<file path="src/rtl/adc_spi_reader_pkg.sv">
// Shared SPI link definitions: FSM states, clock polarity/phase names, sck edge kinds.
package adc_spi_reader_pkg;

    typedef enum logic [1:0] {
        ST_IDLE,
        ST_CONV,
        ST_XFER,
        ST_DONE
    } spi_state_t;

    localparam logic CPOL_LOW   = 1'b0;
    localparam logic CPOL_HIGH  = 1'b1;
    localparam logic CPHA_LEAD  = 1'b0;
    localparam logic CPHA_TRAIL = 1'b1;

    typedef enum logic [1:0] {
        EDGE_NONE,
        EDGE_LEAD,
        EDGE_TRAIL
    } sck_edge_t;

    // True when this sck edge is the one on which miso is captured for the given phase.
    function automatic logic is_sample_edge(input sck_edge_t e, input logic phase);
        return ((e == EDGE_LEAD)  && (phase == CPHA_LEAD)) ||
               ((e == EDGE_TRAIL) && (phase == CPHA_TRAIL));
    endfunction

endpackage

</file>
<file path="src/rtl/adc_spi_reader_spi_master.sv">
// Generic read-only SPI engine: generates WID sck periods while run is high and
// shifts miso in MSB-first on the sampling edge. Dropping run clears the engine
// and parks sck at its idle level on the next clock.
module spi_master_no_write
    import adc_spi_reader_pkg::*;
#(
    parameter logic POLARITY  = CPOL_HIGH,
    parameter logic PHASE     = CPHA_LEAD,
    parameter int   WID       = 18,
    parameter int   WID_LEN   = 5,
    parameter int   SCK_HALF  = 2,
    parameter int   TIMER_WID = 8
) (
    input  logic           clk,
    input  logic           rst_L,
    input  logic           run,
    input  logic           miso,
    output logic           sck,
    output logic [WID-1:0] shreg,
    output logic           done
);

    logic [TIMER_WID-1:0] half_cnt;
    logic [WID_LEN-1:0]   bit_cnt;
    logic                 lead_next;
    sck_edge_t            edge_c;

    // Decide whether this cycle ends a half-period and which kind of edge it is.
    always_comb begin
        edge_c = EDGE_NONE;
        if (run && !done && (half_cnt == TIMER_WID'(SCK_HALF - 1)))
            edge_c = lead_next ? EDGE_LEAD : EDGE_TRAIL;
    end

    // sck generation, capture and the saturating bit counter; done stops all toggling.
    always_ff @(posedge clk or negedge rst_L) begin
        if (!rst_L) begin
            half_cnt  <= '0;
            bit_cnt   <= '0;
            lead_next <= 1'b1;
            sck       <= POLARITY;
            done      <= 1'b0;
            shreg     <= '0;
        end else if (!run) begin
            half_cnt  <= '0;
            bit_cnt   <= '0;
            lead_next <= 1'b1;
            sck       <= POLARITY;
            done      <= 1'b0;
        end else if (!done) begin
            if (edge_c != EDGE_NONE) begin
                half_cnt  <= '0;
                sck       <= ~sck;
                lead_next <= ~lead_next;
            end else begin
                half_cnt  <= half_cnt + 1'b1;
            end
            if (is_sample_edge(edge_c, PHASE))
                shreg <= {shreg[WID-2:0], miso};
            // A full period ends on the trailing edge; the last one returns sck to idle.
            if (edge_c == EDGE_TRAIL) begin
                if (bit_cnt == WID_LEN'(WID - 1))
                    done <= 1'b1;
                else
                    bit_cnt <= bit_cnt + 1'b1;
            end
        end
    end

endmodule

</file>
<file path="src/rtl/adc_spi_reader.sv">
// ADC read master: on arm, raises adc_conv, waits the conversion time, clocks in
// one sample through the SPI engine, then presents it with finished until arm drops.
module adc_spi_reader
    import adc_spi_reader_pkg::*;
#(
    parameter int   ADC_WID      = 18,
    parameter int   WID_LEN      = 5,
    parameter logic ADC_POLARITY = CPOL_HIGH,
    parameter logic ADC_PHASE    = CPHA_LEAD,
    parameter int   CONV_WAIT    = 16,
    parameter int   SCK_HALF     = 2,
    parameter int   TIMER_WID    = 8
) (
    input  logic                      clk,
    input  logic                      rst_L,
    input  logic                      arm,
    output logic                      adc_conv,
    output logic                      adc_sck,
    input  logic                      adc_in,
    output logic signed [ADC_WID-1:0] data_out,
    output logic                      finished
);

    spi_state_t           state_q, state_n;
    logic [TIMER_WID-1:0] timer_q, timer_n;
    logic                 conv_n, fin_n, load_data;
    logic                 run;
    logic                 xfer_done;
    logic [ADC_WID-1:0]   shreg;

    // Engine runs only in XFER with arm still high, so an abort parks sck on the same edge.
    assign run = (state_q == ST_XFER) && arm;

    spi_master_no_write #(
        .POLARITY  (ADC_POLARITY),
        .PHASE     (ADC_PHASE),
        .WID       (ADC_WID),
        .WID_LEN   (WID_LEN),
        .SCK_HALF  (SCK_HALF),
        .TIMER_WID (TIMER_WID)
    ) u_spi (
        .clk   (clk),
        .rst_L (rst_L),
        .run   (run),
        .miso  (adc_in),
        .sck   (adc_sck),
        .shreg (shreg),
        .done  (xfer_done)
    );

    // Next state, next registered outputs and conversion timer.
    always_comb begin
        state_n   = state_q;
        timer_n   = timer_q;
        conv_n    = adc_conv;
        fin_n     = finished;
        load_data = 1'b0;
        case (state_q)
            ST_IDLE: begin
                conv_n = 1'b0;
                fin_n  = 1'b0;
                if (arm) begin
                    state_n = ST_CONV;
                    conv_n  = 1'b1;
                    timer_n = TIMER_WID'(CONV_WAIT - 1);
                end
            end
            ST_CONV: begin
                if (!arm) begin
                    state_n = ST_IDLE;
                    conv_n  = 1'b0;
                end else if (timer_q == '0) begin
                    state_n = ST_XFER;
                end else begin
                    timer_n = timer_q - 1'b1;
                end
            end
            ST_XFER: begin
                if (!arm) begin
                    state_n = ST_IDLE;
                    conv_n  = 1'b0;
                end else if (xfer_done) begin
                    state_n   = ST_DONE;
                    conv_n    = 1'b0;
                    fin_n     = 1'b1;
                    load_data = 1'b1;
                end
            end
            ST_DONE: begin
                if (!arm) begin
                    state_n = ST_IDLE;
                    fin_n   = 1'b0;
                end
            end
            default: begin
                state_n = ST_IDLE;
                conv_n  = 1'b0;
                fin_n   = 1'b0;
            end
        endcase
    end

    // State and conversion timer registers.
    always_ff @(posedge clk or negedge rst_L) begin
        if (!rst_L) begin
            state_q <= ST_IDLE;
            timer_q <= '0;
        end else begin
            state_q <= state_n;
            timer_q <= timer_n;
        end
    end

    // Registered handshake outputs; data_out only changes on a completed read.
    always_ff @(posedge clk or negedge rst_L) begin
        if (!rst_L) begin
            adc_conv <= 1'b0;
            finished <= 1'b0;
            data_out <= '0;
        end else begin
            adc_conv <= conv_n;
            finished <= fin_n;
            if (load_data)
                data_out <= $signed(shreg);
        end
    end

endmodule

</file>
<file path="config.mk">
export PLATFORM = sky130hd
export DESIGN_NAME = adc_spi_reader
export DESIGN_NICKNAME = d
export VERILOG_FILES = /design/src/rtl/adc_spi_reader_pkg.sv /design/src/rtl/adc_spi_reader_spi_master.sv /design/src/rtl/adc_spi_reader.sv
export SDC_FILE = /design/constraint.sdc
export NUM_CORES = 1
export LEC_CHECK = 0
export CELL_PAD_IN_SITES_DETAIL_PLACEMENT = 0
export CELL_PAD_IN_SITES_GLOBAL_PLACEMENT = 1
export CORE_ASPECT_RATIO = 1.75
export CORE_MARGIN = 10
export CORE_UTILIZATION = 49
export DETAILED_ROUTE_END_ITERATION = 8
export DONT_BUFFER_PORTS = 1
export MAX_ROUTING_LAYER = met4
export PLACE_DENSITY_LB_ADDON = 0.15
export REMOVE_ABC_BUFFERS = 1
export SYNTH_ARGS = -nofsm -noshare
export SYNTH_HDL_FRONTEND = slang
export SYNTH_SLANG_ARGS = --single-unit
</file>
<file path="constraint.sdc">
create_clock -name clk -period 3.29 [get_ports clk]
set_input_delay 0.329 -clock clk [delete_from_list [all_inputs] [get_ports clk]]
set_output_delay 0.329 -clock clk [all_outputs]
set_load 0.005 [all_outputs]
</file>
==> results of run 1 <==
kinds of logic after synthesis:
kind of cell	Yosys count	synth area share
adder cells (fa/ha/maj)	13	0.0542
AND/OR/NAND/NOR	116	0.178
flip-flops	64	0.534
multiplexers	21	0.0775
buffers and inverters	24	0.0308
XOR/XNOR	9	0.0263
AO/OA/AOI/OAI	45	0.0988
final timing paths:
| path | start | end | slack (ps) | depth (start not counted) |
|---|---|---|---|---|
| max | state_q[1]$_DFFE_PN0P_ | timer_q[7]$_DFFE_PN0P_ | 890 | 6 |
| min | arm | u_spi.lead_next$_DFFE_PN1P_ | 40 | 1 |
| max reg2reg | state_q[1]$_DFFE_PN0P_ | timer_q[7]$_DFFE_PN0P_ | 890 | 6 |
| min reg2reg | u_spi.shreg[17]$_DFFE_PN0P_ | data_out[17]$_DFFE_PN0P_ | 470 | 2 |
| max in group asynchronous | rst_L | u_spi.sck$_DFFE_PN1P_ | 2430 | 2 |
| min in group asynchronous | rst_L | finished$_DFFE_PN0P_ | 510 | 2 |
metal layers:
metal  vias up  wire length, µm  global-route usage  share of wire
met5         -                0                   -              0
met4         0              140              0.0766          0.024
met3        11              262              0.0458          0.045
met2        29             3060               0.227           0.52
met1      1009             2390               0.139           0.41
li1       1014                -                   -              -
timing repair:
item	4_1_cts	5_1_grt
hold endpoints to repair	64	0
hold buffers	2	0
buffers inserted	0	0
cell type report:
cell class              count  area [µm²]
well taps                  78        97.6
repair buffers              5        60.1
fillers                   582        2630
flip-flops and latches     64        1600
multi-input cells         204        1310
inverters                  13        48.8
clock buffers              12         135
clock inverters             4        45.0
registers in the layout, indices dropped and copies added, names as in the netlist:
| signal | cells |
|---|---|
| u_spi.half_cnt | 8 |
| finished | 1 |
| u_spi.sck | 1 |
| data_out | 18 |
| u_spi.bit_cnt | 5 |
| u_spi.done | 1 |
| timer_q | 8 |
| state_q | 2 |
| adc_conv | 1 |
| u_spi.lead_next | 1 |
| u_spi.shreg | 18 |
power groups by stage:
stage                     combinational [mW]  clock [mW]  sequential, mW
after global routing                   0.419       0.684           0.890
after global placement                 0.341           0           0.894
after floorplan                        0.266           0           0.883
after detailed placement               0.344           0           0.897
after CTS                              0.371       0.658           0.882
final                                  0.362       0.634           0.882
placed cells by master, fill, tap and decap left out, types with 4 or more instances in the layout:
cell type                  instances
sky130_fd_sc_hd__nand3_1           8
sky130_fd_sc_hd__o21ai_0          11
sky130_fd_sc_hd__or4_1             5
sky130_fd_sc_hd__nor2_1           12
sky130_fd_sc_hd__inv_1            13
sky130_fd_sc_hd__ha_1             13
sky130_fd_sc_hd__xor2_1            8
sky130_fd_sc_hd__a21oi_1          12
sky130_fd_sc_hd__dfrtp_1          62
sky130_fd_sc_hd__nand2_1          68
sky130_fd_sc_hd__clkbuf_8          9
sky130_fd_sc_hd__or3_1             4
sky130_fd_sc_hd__mux2_2           18
stage by stage:
step	instances	total power, mW	worst slack [ps]	util
final	380	1.88	888	0.556
after detailed placement	362	1.24	908	0.519
after floorplan	281	1.15	1070	-
after CTS	380	1.91	889	0.556
after global routing	380	1.99	545	0.556
after global placement	362	1.23	971	0.519
worst max-delay path, stage by stage, from the launching register on:
cell and delay, ps:
sky130_fd_sc_hd__dfrtp_1 420, sky130_fd_sc_hd__inv_1 130, sky130_fd_sc_hd__ha_1 410, sky130_fd_sc_hd__nor2_1 140, sky130_fd_sc_hd__a2111oi_0 780, sky130_fd_sc_hd__a21boi_0 200
sky130_fd_sc_hd__o21a_1 220
==> results.txt, run 1 <==
Status -> complete, no violations
Count of final max-slew check failures -> 0
Number of vias in the routed layout -> 2063
Type of destination of the critical path -> register
First-pass iteration count of the detailed router -> 4
Max capacitance violation total -> 0
Number of inserted diodes -> 0
Pin count of the biggest net entering global routing -> 65
Clock tree from TritonCTS -> built
Total number of placement rows -> 37
Aggregate routed wire length -> 5860 µm
DR DRC count -> 0
WHS -> 39.5 ps
Horizontal extent of the die -> 79.2 µm
Detailed-placement wirelength estimate -> 3950 µm
Switching component of the power -> 0.555 mW
Synth area leader -> sky130_fd_sc_hd__dfrtp_1
RSZ-0062 raised after global routing -> false
Routability congestion estimate from global placement -> 0.800
Most instantiated library cell after synthesis -> sky130_fd_sc_hd__nand2_1
Worst supply voltage drop on vdd -> 309 µV
Top post-synthesis cells by count -> sky130_fd_sc_hd__nand2_1, sky130_fd_sc_hd__dfrtp_1, sky130_fd_sc_hd__mux2_2, sky130_fd_sc_hd__ha_1, sky130_fd_sc_hd__inv_1
Area overhead of the layout relative to synthesis -> 9.80%
Die outline height -> 124 µm
Worst skew pair latency -> 340 ps
Antenna violations before repair -> 0
Iteration-0 DRC count of the detailed router -> 123
Switching part of the total power -> 0.296
Highest clock frequency the design can meet -> 416 MHz
CP required -> 3530 ps
Die Footprint -> 9780 µm²
Class of the tightest hold or removal check -> in2reg
Most used flip-flop cell after synthesis -> sky130_fd_sc_hd__dfrtp_1
Port Buffers -> 0
Cell Pwr Density -> 570 nW/µm²
Remaining max-slew budget at the tightest pin -> 0.426
Gr usage total -> 0.137
Launching element type of the critical path -> register
Number of distinct standard cells referenced by the synthesized netlist -> 46
Total global routing overflow -> 0
Total CTS buffers -> 9
Worst Setup Path Type -> reg2reg
Maximum net fanout on the critical path -> 11
Fraction of the yosys area taken by sequential cells -> 0.534
Number of cells upsized or downsized after cts -> 0
Cell area after placement -> 3080 µm²
Maximum buffer depth of the clock tree -> 2
Internal Dissipation -> 1.32 mW
Combined area of all synthesized cells -> 3000 µm²
Std-Cell Core Area -> 5930 µm²
Post-synth ARST share -> 1.00
Routed length per placed instance -> 15.4 µm
Vias in the first global route -> 2214
Final setup TNS -> 0 ps
Time the worst path needs with I/O delays and setup -> 2400 ps
Gate Count Post-Synth -> 292
First-pass GRT wire length -> 10300 µm
Main area contributors after synthesis -> sky130_fd_sc_hd__dfrtp_1, sky130_fd_sc_hd__nand2_1, sky130_fd_sc_hd__mux2_2
H-tree depth reported by CTS -> 3
Root buffer selected by CTS -> sky130_fd_sc_hd__clkbuf_8
Number of synthesized flops with an enable pin -> 0
Fraction of power consumed by the clock network -> 0.338
Routed Antenna Nets -> 0
Clock sink total -> 64
Final-report setup violation count -> 0
Transition time of the tightest slew-check pin -> 840 ps
Area share of the largest cell type after synthesis -> 0.517
Post-route standard cell area excluding fillers -> 3300 µm²
Count of pins on the block boundary -> 25
Total Nets Final -> 314
Clock edge transition at the registers on the reported setup and hold paths -> 70 ps
Final hold vios -> 0
Total number of yosys warnings -> 0
Worst Path Arrival -> 2640 ps
Portion of total power attributed to sequential cells -> 0.470
Worst setup skew after layout -> 7.19 ps
Starting density of the core -> 0.507
Final cycle utilization of the critical path -> 0.730
Share of cells above drive strength 1 -> 0.142
Standby leakage power -> 1.59 nW
Share of total power in combinational logic -> 0.193
Count of state elements after synthesis -> 64
Mapped Avg Cell Area -> 10.3 µm²
Via density per instance -> 5.43
No activity file was read; power rests on OpenSTA's default activity.
==> run 2: changes to the inputs <==
ABC_AREA = 1   (was default)
CORE_UTILIZATION = 48   (was 49)
clock period = 2.44 ns   (was 3.29 ns; I/O delays follow)
==> run 2 against run 1 <==
Effect of this change:
- synthesized area increased by 1.3%
- sequential cell count unchanged
- via count increased by 5.2%
- core utilization decreased by 1.4 points
- hold slack got worse by 9.0 ps
- cell area increased by 1.7%
- critical path depth increased by 2
- routed wire length increased by 0.48%
- register-to-register slack got worse by 370 ps
- clock power increased by 56%
- first-iteration DRC count decreased by 5.7%
- largest cell class unchanged
- largest power group unchanged
==> results.txt, run 2 <==
Number of inserted diodes -> 0
Area share of the largest cell type after synthesis -> 0.510
Status -> complete, no violations
Root buffer selected by CTS -> sky130_fd_sc_hd__clkbuf_8
Cell Pwr Density -> 876 nW/µm²
Number of vias in the routed layout -> 2171
Worst setup skew after layout -> 5.35 ps
Routability congestion estimate from global placement -> 0.836
Post-Synth Adder-Cell Area -> 0.0535
Transition time of the tightest slew-check pin -> 540 ps
Worst-case hold path end point -> u_spi.shreg[0]$_DFFE_PN0P_
Post-synth ARST share -> 1.00
Routed Antenna Nets -> 0
Final cell utilization of the core -> 0.542
Pin count of the biggest net entering global routing -> 65
Dominant combinational cell family by area after synthesis -> simple AND/OR/NAND/NOR gates
Iteration-0 DRC count of the detailed router -> 116
Leading cell type in the layout, fill and taps excluded -> sky130_fd_sc_hd__nand2_1
Time the worst path needs with I/O delays and setup -> 1920 ps
Maximum net fanout on the critical path -> 27
Share of cells above drive strength 1 -> 0.0663
Fraction of the yosys area taken by sequential cells -> 0.527
Die outline height -> 125 µm
Non-filler cells in the finished layout -> 442
R2r startpoint -> state_q[0]$_DFFE_PN0P_
Clock sink total -> 64
Remaining max-slew budget at the tightest pin -> 0.636
Worst Setup Path Type -> reg2reg
RSZ-0062 raised after global routing -> false
Vias in the first global route -> 2204
Most instantiated library cell after synthesis -> sky130_fd_sc_hd__nand2_1
Antenna violations before repair -> 0
Final setup TNS -> 0 ps
H-tree depth reported by CTS -> 3
Port Buffers -> 0
Total number of placement rows -> 38
Cell area after placement -> 3100 µm²
Routed length per placed instance -> 13.3 µm
Std-Cell Core Area -> 6180 µm²
Compound-cell area share of the yosys netlist -> 0.108
XOR/XNOR share of the synthesized area -> 0.0202
Launching element type of the critical path -> register
Final critical-path setup slack -> 516 ps
CTS hold repair buffers -> 2
Detailed-placement wirelength estimate -> 4250 µm
RR Endpoint -> u_spi.half_cnt[3]$_DFFE_PN0P_
Mapped Avg Cell Area -> 8.72 µm²
WHS -> 30.6 ps
Clock edge transition at the registers on the reported setup and hold paths -> 70 ps
Highest clock frequency the design can meet -> 520 MHz
Post CTS Setup Buffer Count -> 0
Most used flip-flop cell after synthesis -> sky130_fd_sc_hd__dfrtp_1
Final hold vios -> 0
First-pass GRT wire length -> 10400 µm
Final-report setup violation count -> 0
Count of state elements after synthesis -> 64
Hold path startpoint -> adc_in
Total number of yosys warnings -> 0
Type of destination of the critical path -> register
Count of final max-slew check failures -> 0
Worst reg2reg path depth -> 8
Total global routing overflow -> 0
Combined area of all synthesized cells -> 3040 µm²
Number of synthesized flops with an enable pin -> 0
Final cycle utilization of the critical path -> 0.788
Gate Count Post-Synth -> 349
Number of cells upsized or downsized after cts -> 0
First-pass iteration count of the detailed router -> 4
Synth area leader -> sky130_fd_sc_hd__dfrtp_1
Aggregate routed wire length -> 5890 µm
Post-route standard cell area excluding fillers -> 3350 µm²
Via density per instance -> 4.91
Basic-gate share of the synthesized area counting and, or, nand and nor cells -> 0.214
Total CTS buffers -> 9
Number of distinct standard cells referenced by the synthesized netlist -> 28
Main area contributors after synthesis -> sky130_fd_sc_hd__dfrtp_1, sky130_fd_sc_hd__nand2_1, sky130_fd_sc_hd__o21ai_0
Count of pins on the block boundary -> 25
Area overhead of the layout relative to synthesis -> 10.2%
Gr usage total -> 0.134
Starting density of the core -> 0.492
Total Nets Final -> 374
Post-Place Setup Slack -> 496 ps
Top library cells by usage in the layout, fill and taps aside -> sky130_fd_sc_hd__nand2_1, sky130_fd_sc_hd__dfrtp_1, sky130_fd_sc_hd__o21ai_0, sky130_fd_sc_hd__inv_1, sky130_fd_sc_hd__nor2_1
Total power consumption of the routed design -> 2.93 mW
Standby leakage power -> 1.64 nW
Cells on Worst Hold Path -> 2
Share of cell area taken by muxes after synthesis -> 0
Registers with the most flip-flops -> data_out (18), u_spi.shreg (18)
Class of the tightest hold or removal check -> in2reg
Worst Path Arrival -> 2180 ps
Worst skew pair latency -> 340 ps
DR DRC count -> 0
Max capacitance violation total -> 0
CP required -> 2700 ps
Total placed cells including tap cells -> 424
Worst supply voltage drop on vdd -> 396 µV
Die Footprint -> 10000 µm²
Clock tree from TritonCTS -> built
Horizontal extent of the die -> 80.2 µm
Internal reg-to-reg setup slack -> 520 ps
Maximum buffer depth of the clock tree -> 2
Top post-synthesis cells by count -> sky130_fd_sc_hd__nand2_1, sky130_fd_sc_hd__dfrtp_1, sky130_fd_sc_hd__o21ai_0, sky130_fd_sc_hd__inv_1, sky130_fd_sc_hd__nor2_1
## run 2: where the power goes
part	internal [mW]	switching [mW]	leakage (nW)
Combinational	0.212	0.413	0.752
Sequential	1.22	0.102	0.781
Clock	0.603	0.386	0.108
Total	2.03	0.901	1.64
## run 2: logic make-up (layout without fill, tap and decap cells)
family                     count (synthesis)  in the layout
buffers and inverters                     54             67
and+or+nand+nor                          147            147
adders and majority gates                 13             13
DFF                                       64             64
AOI/OAI and AO/OA                         64             64
xor gates and xnor gates                   7              7
## run 2: per-layer routing
metal,wire length (µm),global-route usage,vias up
met1,2410,0.145,1008
met5,0,-,-
li1,-,-,1124
met4,107,0.0573,0
met2,3090,0.212,31
met3,273,0.0502,8
## run 2: area by class of cell
cell class | count | area, µm²
Multi-Input combinational cell | 231 | 1200
Sequential cell | 64 | 1600
Tap cell | 80 | 100
Timing Repair Buffer | 4 | 52.6
Clock inverter | 3 | 65.1
Clock buffer | 13 | 149
Inverter | 47 | 176
Fill cell | 609 | 2830
## run 2: worst max path at each step
stage                                     to                   start  slack, ps
6_report       u_spi.half_cnt[3]$_DFFE_PN0P_  state_q[0]$_DFFE_PN0P_        520
3_3_place_gp   u_spi.half_cnt[3]$_DFFE_PN0P_  state_q[0]$_DFFE_PN0P_        560
3_5_place_dp   u_spi.half_cnt[3]$_DFFE_PN0P_  state_q[0]$_DFFE_PN0P_        500
5_1_grt               timer_q[7]$_DFFE_PN0P_  state_q[1]$_DFFE_PN0P_        250
4_1_cts        u_spi.half_cnt[3]$_DFFE_PN0P_  state_q[0]$_DFFE_PN0P_        470
2_1_floorplan  u_spi.half_cnt[4]$_DFFE_PN0P_  state_q[0]$_DFFE_PN0P_        300
## run 2: critical path: stages, from the launching register on
cell	delay, ps
sky130_fd_sc_hd__dfrtp_1	440
sky130_fd_sc_hd__inv_1	110
sky130_fd_sc_hd__ha_1	230
sky130_fd_sc_hd__nand2_2	160
sky130_fd_sc_hd__inv_2	110
sky130_fd_sc_hd__nand2_1	230
sky130_fd_sc_hd__buf_4	300
sky130_fd_sc_hd__a21oi_1	100
sky130_fd_sc_hd__nor3_1	160
==> run 3: changes to the inputs <==
ABC_AREA = 0   (was 1)
CORE_UTILIZATION = 49   (was 48)
clock period = 1.9 ns   (was 2.44 ns; I/O delays follow)
==> run 3 against run 2 <==
Effect of this change:
- the run now ends with negative setup slack left
- hold slack gained 10 ps
- sequential cell count is the same
- cell count shrank 4.1%
- clock power grew 30%
- non-clock buffer count grew 45
- total power grew 30%
- sequential power grew 14%
- critical path type unchanged
- critical endpoint is now u_spi.bit_cnt[2]$_DFFE_PN0P_
- largest cell class unchanged
==> results.txt, run 3 (synthesized netlist as in run 1, its figures left out) <==
RR Endpoint -> u_spi.bit_cnt[2]$_DFFE_PN0P_
Vias in the first global route -> 2424
Cells on Worst Hold Path -> 2
Top library cells by usage in the layout, fill and taps aside -> sky130_fd_sc_hd__nand2_1, sky130_fd_sc_hd__dfrtp_1, sky130_fd_sc_hd__buf_4, sky130_fd_sc_hd__mux2_2
First-pass GRT wire length -> 11200 µm
Remaining max-slew budget at the tightest pin -> 0.634
Cell area after placement -> 3330 µm²
Starting density of the core -> 0.507
Total Nets Final -> 359
Final cycle utilization of the critical path -> 1.09
Worst setup skew after layout -> 6.27 ps
Fillers -> 509
WHS -> 41.1 ps
Worst reg2reg path depth -> 4
Clock tree from TritonCTS -> built
Busiest layer in global routing -> met2
Iteration-0 DRC count of the detailed router -> 116
Worst Setup Path Type -> reg2reg
Routed length per placed instance -> 15.5 µm
Detailed-placement wirelength estimate -> 4260 µm
Count of final max-slew check failures -> 0
Number of vias in the routed layout -> 2249
Class of the tightest hold or removal check -> in2reg
Status -> finished with violations
Cell Pwr Density -> 986 nW/µm²
Final hold vios -> 0
Maximum buffer depth of the clock tree -> 2
Port Buffers -> 0
Time the worst path needs with I/O delays and setup -> 2070 ps
Maximum net fanout on the critical path -> 5
Registers with the most flip-flops -> data_out (18), u_spi.shreg (18)
Clock sink total -> 64
Internal reg-to-reg setup slack -> -170 ps
Die Footprint -> 9780 µm²
Worst Path Arrival -> 2340 ps
Aggregate routed wire length -> 6590 µm
Launching element type of the critical path -> register
Total placed cells including tap cells -> 394
Multi-input logic area -> 1430 µm²
Worst supply voltage drop on vdd -> 724 µV
Worst-case hold path end point -> timer_q[1]$_DFFE_PN0P_
FF+latch area -> 1610 µm²
R2r startpoint -> u_spi.half_cnt[3]$_DFFE_PN0P_
Post-Place Setup Slack -> -407 ps
Met3 global-route usage -> 0.0451
Root buffer selected by CTS -> sky130_fd_sc_hd__clkbuf_8
Final-report setup violation count -> 23
Standby leakage power -> 1.87 nW
Die outline height -> 124 µm
Pin count of the biggest net entering global routing -> 65
Horizontal extent of the die -> 79.2 µm
Area overhead of the layout relative to synthesis -> 28.5%
Share of cells above drive strength 1 -> 0.306
H-tree depth reported by CTS -> 3
Type of destination of the critical path -> register
Worst skew pair latency -> 340 ps
Hold path startpoint -> arm
Final cell utilization of the core -> 0.651
Routed Antenna Nets -> 0
Post-route standard cell area excluding fillers -> 3860 µm²
First-pass iteration count of the detailed router -> 4
RSZ-0062 raised after global routing -> true
Total number of placement rows -> 37
Transition time of the tightest slew-check pin -> 544 ps
Clock edge transition at the registers on the reported setup and hold paths -> 70 ps
Total CTS buffers -> 9
Violated checks -> negative setup slack
CP Launch Point -> u_spi.half_cnt[3]$_DFFE_PN0P_
Met2 demand-to-capacity share in global routing -> 0.257
Total power consumption of the routed design -> 3.80 mW
Count of pins on the block boundary -> 25
Routability congestion estimate from global placement -> 0.841
Final critical-path setup slack -> -167 ps
Non-filler cells in the finished layout -> 424
Total global routing overflow -> 0
Std-Cell Core Area -> 5930 µm²
DR DRC count -> 0
Final setup TNS -> -2210 ps
Via density per instance -> 5.30
Antenna violations before repair -> 0
Gr usage total -> 0.150
Highest clock frequency the design can meet -> 484 MHz
Met1 Resource Use GR -> 0.149
CP required -> 2170 ps
Max capacitance violation total -> 0
Number of inserted diodes -> 0
Leading cell type in the layout, fill and taps excluded -> sky130_fd_sc_hd__nand2_1
-- run 3: cell count changes in the layout (fill, tap and decap cells not counted), moves of 7 or more --
| cell | delta |
|---|---|
| sky130_fd_sc_hd__a21oi_1 | +7 |
| sky130_fd_sc_hd__nor2_1 | -17 |
| sky130_fd_sc_hd__nand3_1 | -15 |
| sky130_fd_sc_hd__inv_1 | -37 |
| sky130_fd_sc_hd__o21ai_0 | -45 |
| sky130_fd_sc_hd__buf_4 | +37 |
| sky130_fd_sc_hd__nand2_1 | -16 |
| sky130_fd_sc_hd__mux2_2 | +17 |
-- run 3: routing by layer --
metal	up-vias	wire length, µm
li1	1100	-
met1	1108	2630
met2	27	3580
met3	14	215
met4	0	162
met5	-	0
-- run 3: critical path, cell delays in order (launching register included) --
cell                      delay (ps)
sky130_fd_sc_hd__dfrtp_1         380
sky130_fd_sc_hd__or4_4           550
sky130_fd_sc_hd__or4_4           530
sky130_fd_sc_hd__or4_1           410
sky130_fd_sc_hd__a21oi_1         140
-- run 3: power breakdown --
group	internal, mW	total [mW]	switching, mW
sequential	1.44	1.51	0.0698
clock	0.801	1.29	0.489
combinational	0.496	1.00	0.506
total	2.74	3.80	1.06
-- run 3: repair_timing --
item,in CTS,in global routing
gates resized for setup,15,23
pin swaps,11,9
hold endpoints to repair,67,0
cloned,3,0
hold buffers,4,0
buffers inserted,5,4
endpoints found under the setup margin,30,40
-- run 3: cell type report --
cell class	count	share of cell area
repair buffers	49	0.119
inverters	13	0.0127
clock buffers	12	0.0402
flip-flops and latches	64	0.416
multi-input cells	205	0.370
clock inverters	3	0.0169
well taps	78	0.0253
-- run 3: how the worst max path moves through the flow --
stage | end | cells after the start | slack [ps]
4_1_cts | u_spi.bit_cnt[2]$_DFFE_PN0P_ | 6 | -200
2_1_floorplan | u_spi.bit_cnt[3]$_DFFE_PN0P_ | 6 | -320
6_report | u_spi.bit_cnt[2]$_DFFE_PN0P_ | 4 | -170
5_1_grt | u_spi.bit_cnt[3]$_DFFE_PN0P_ | 4 | -230
3_3_place_gp | u_spi.bit_cnt[3]$_DFFE_PN0P_ | 6 | -370
3_5_place_dp | u_spi.bit_cnt[3]$_DFFE_PN0P_ | 6 | -410
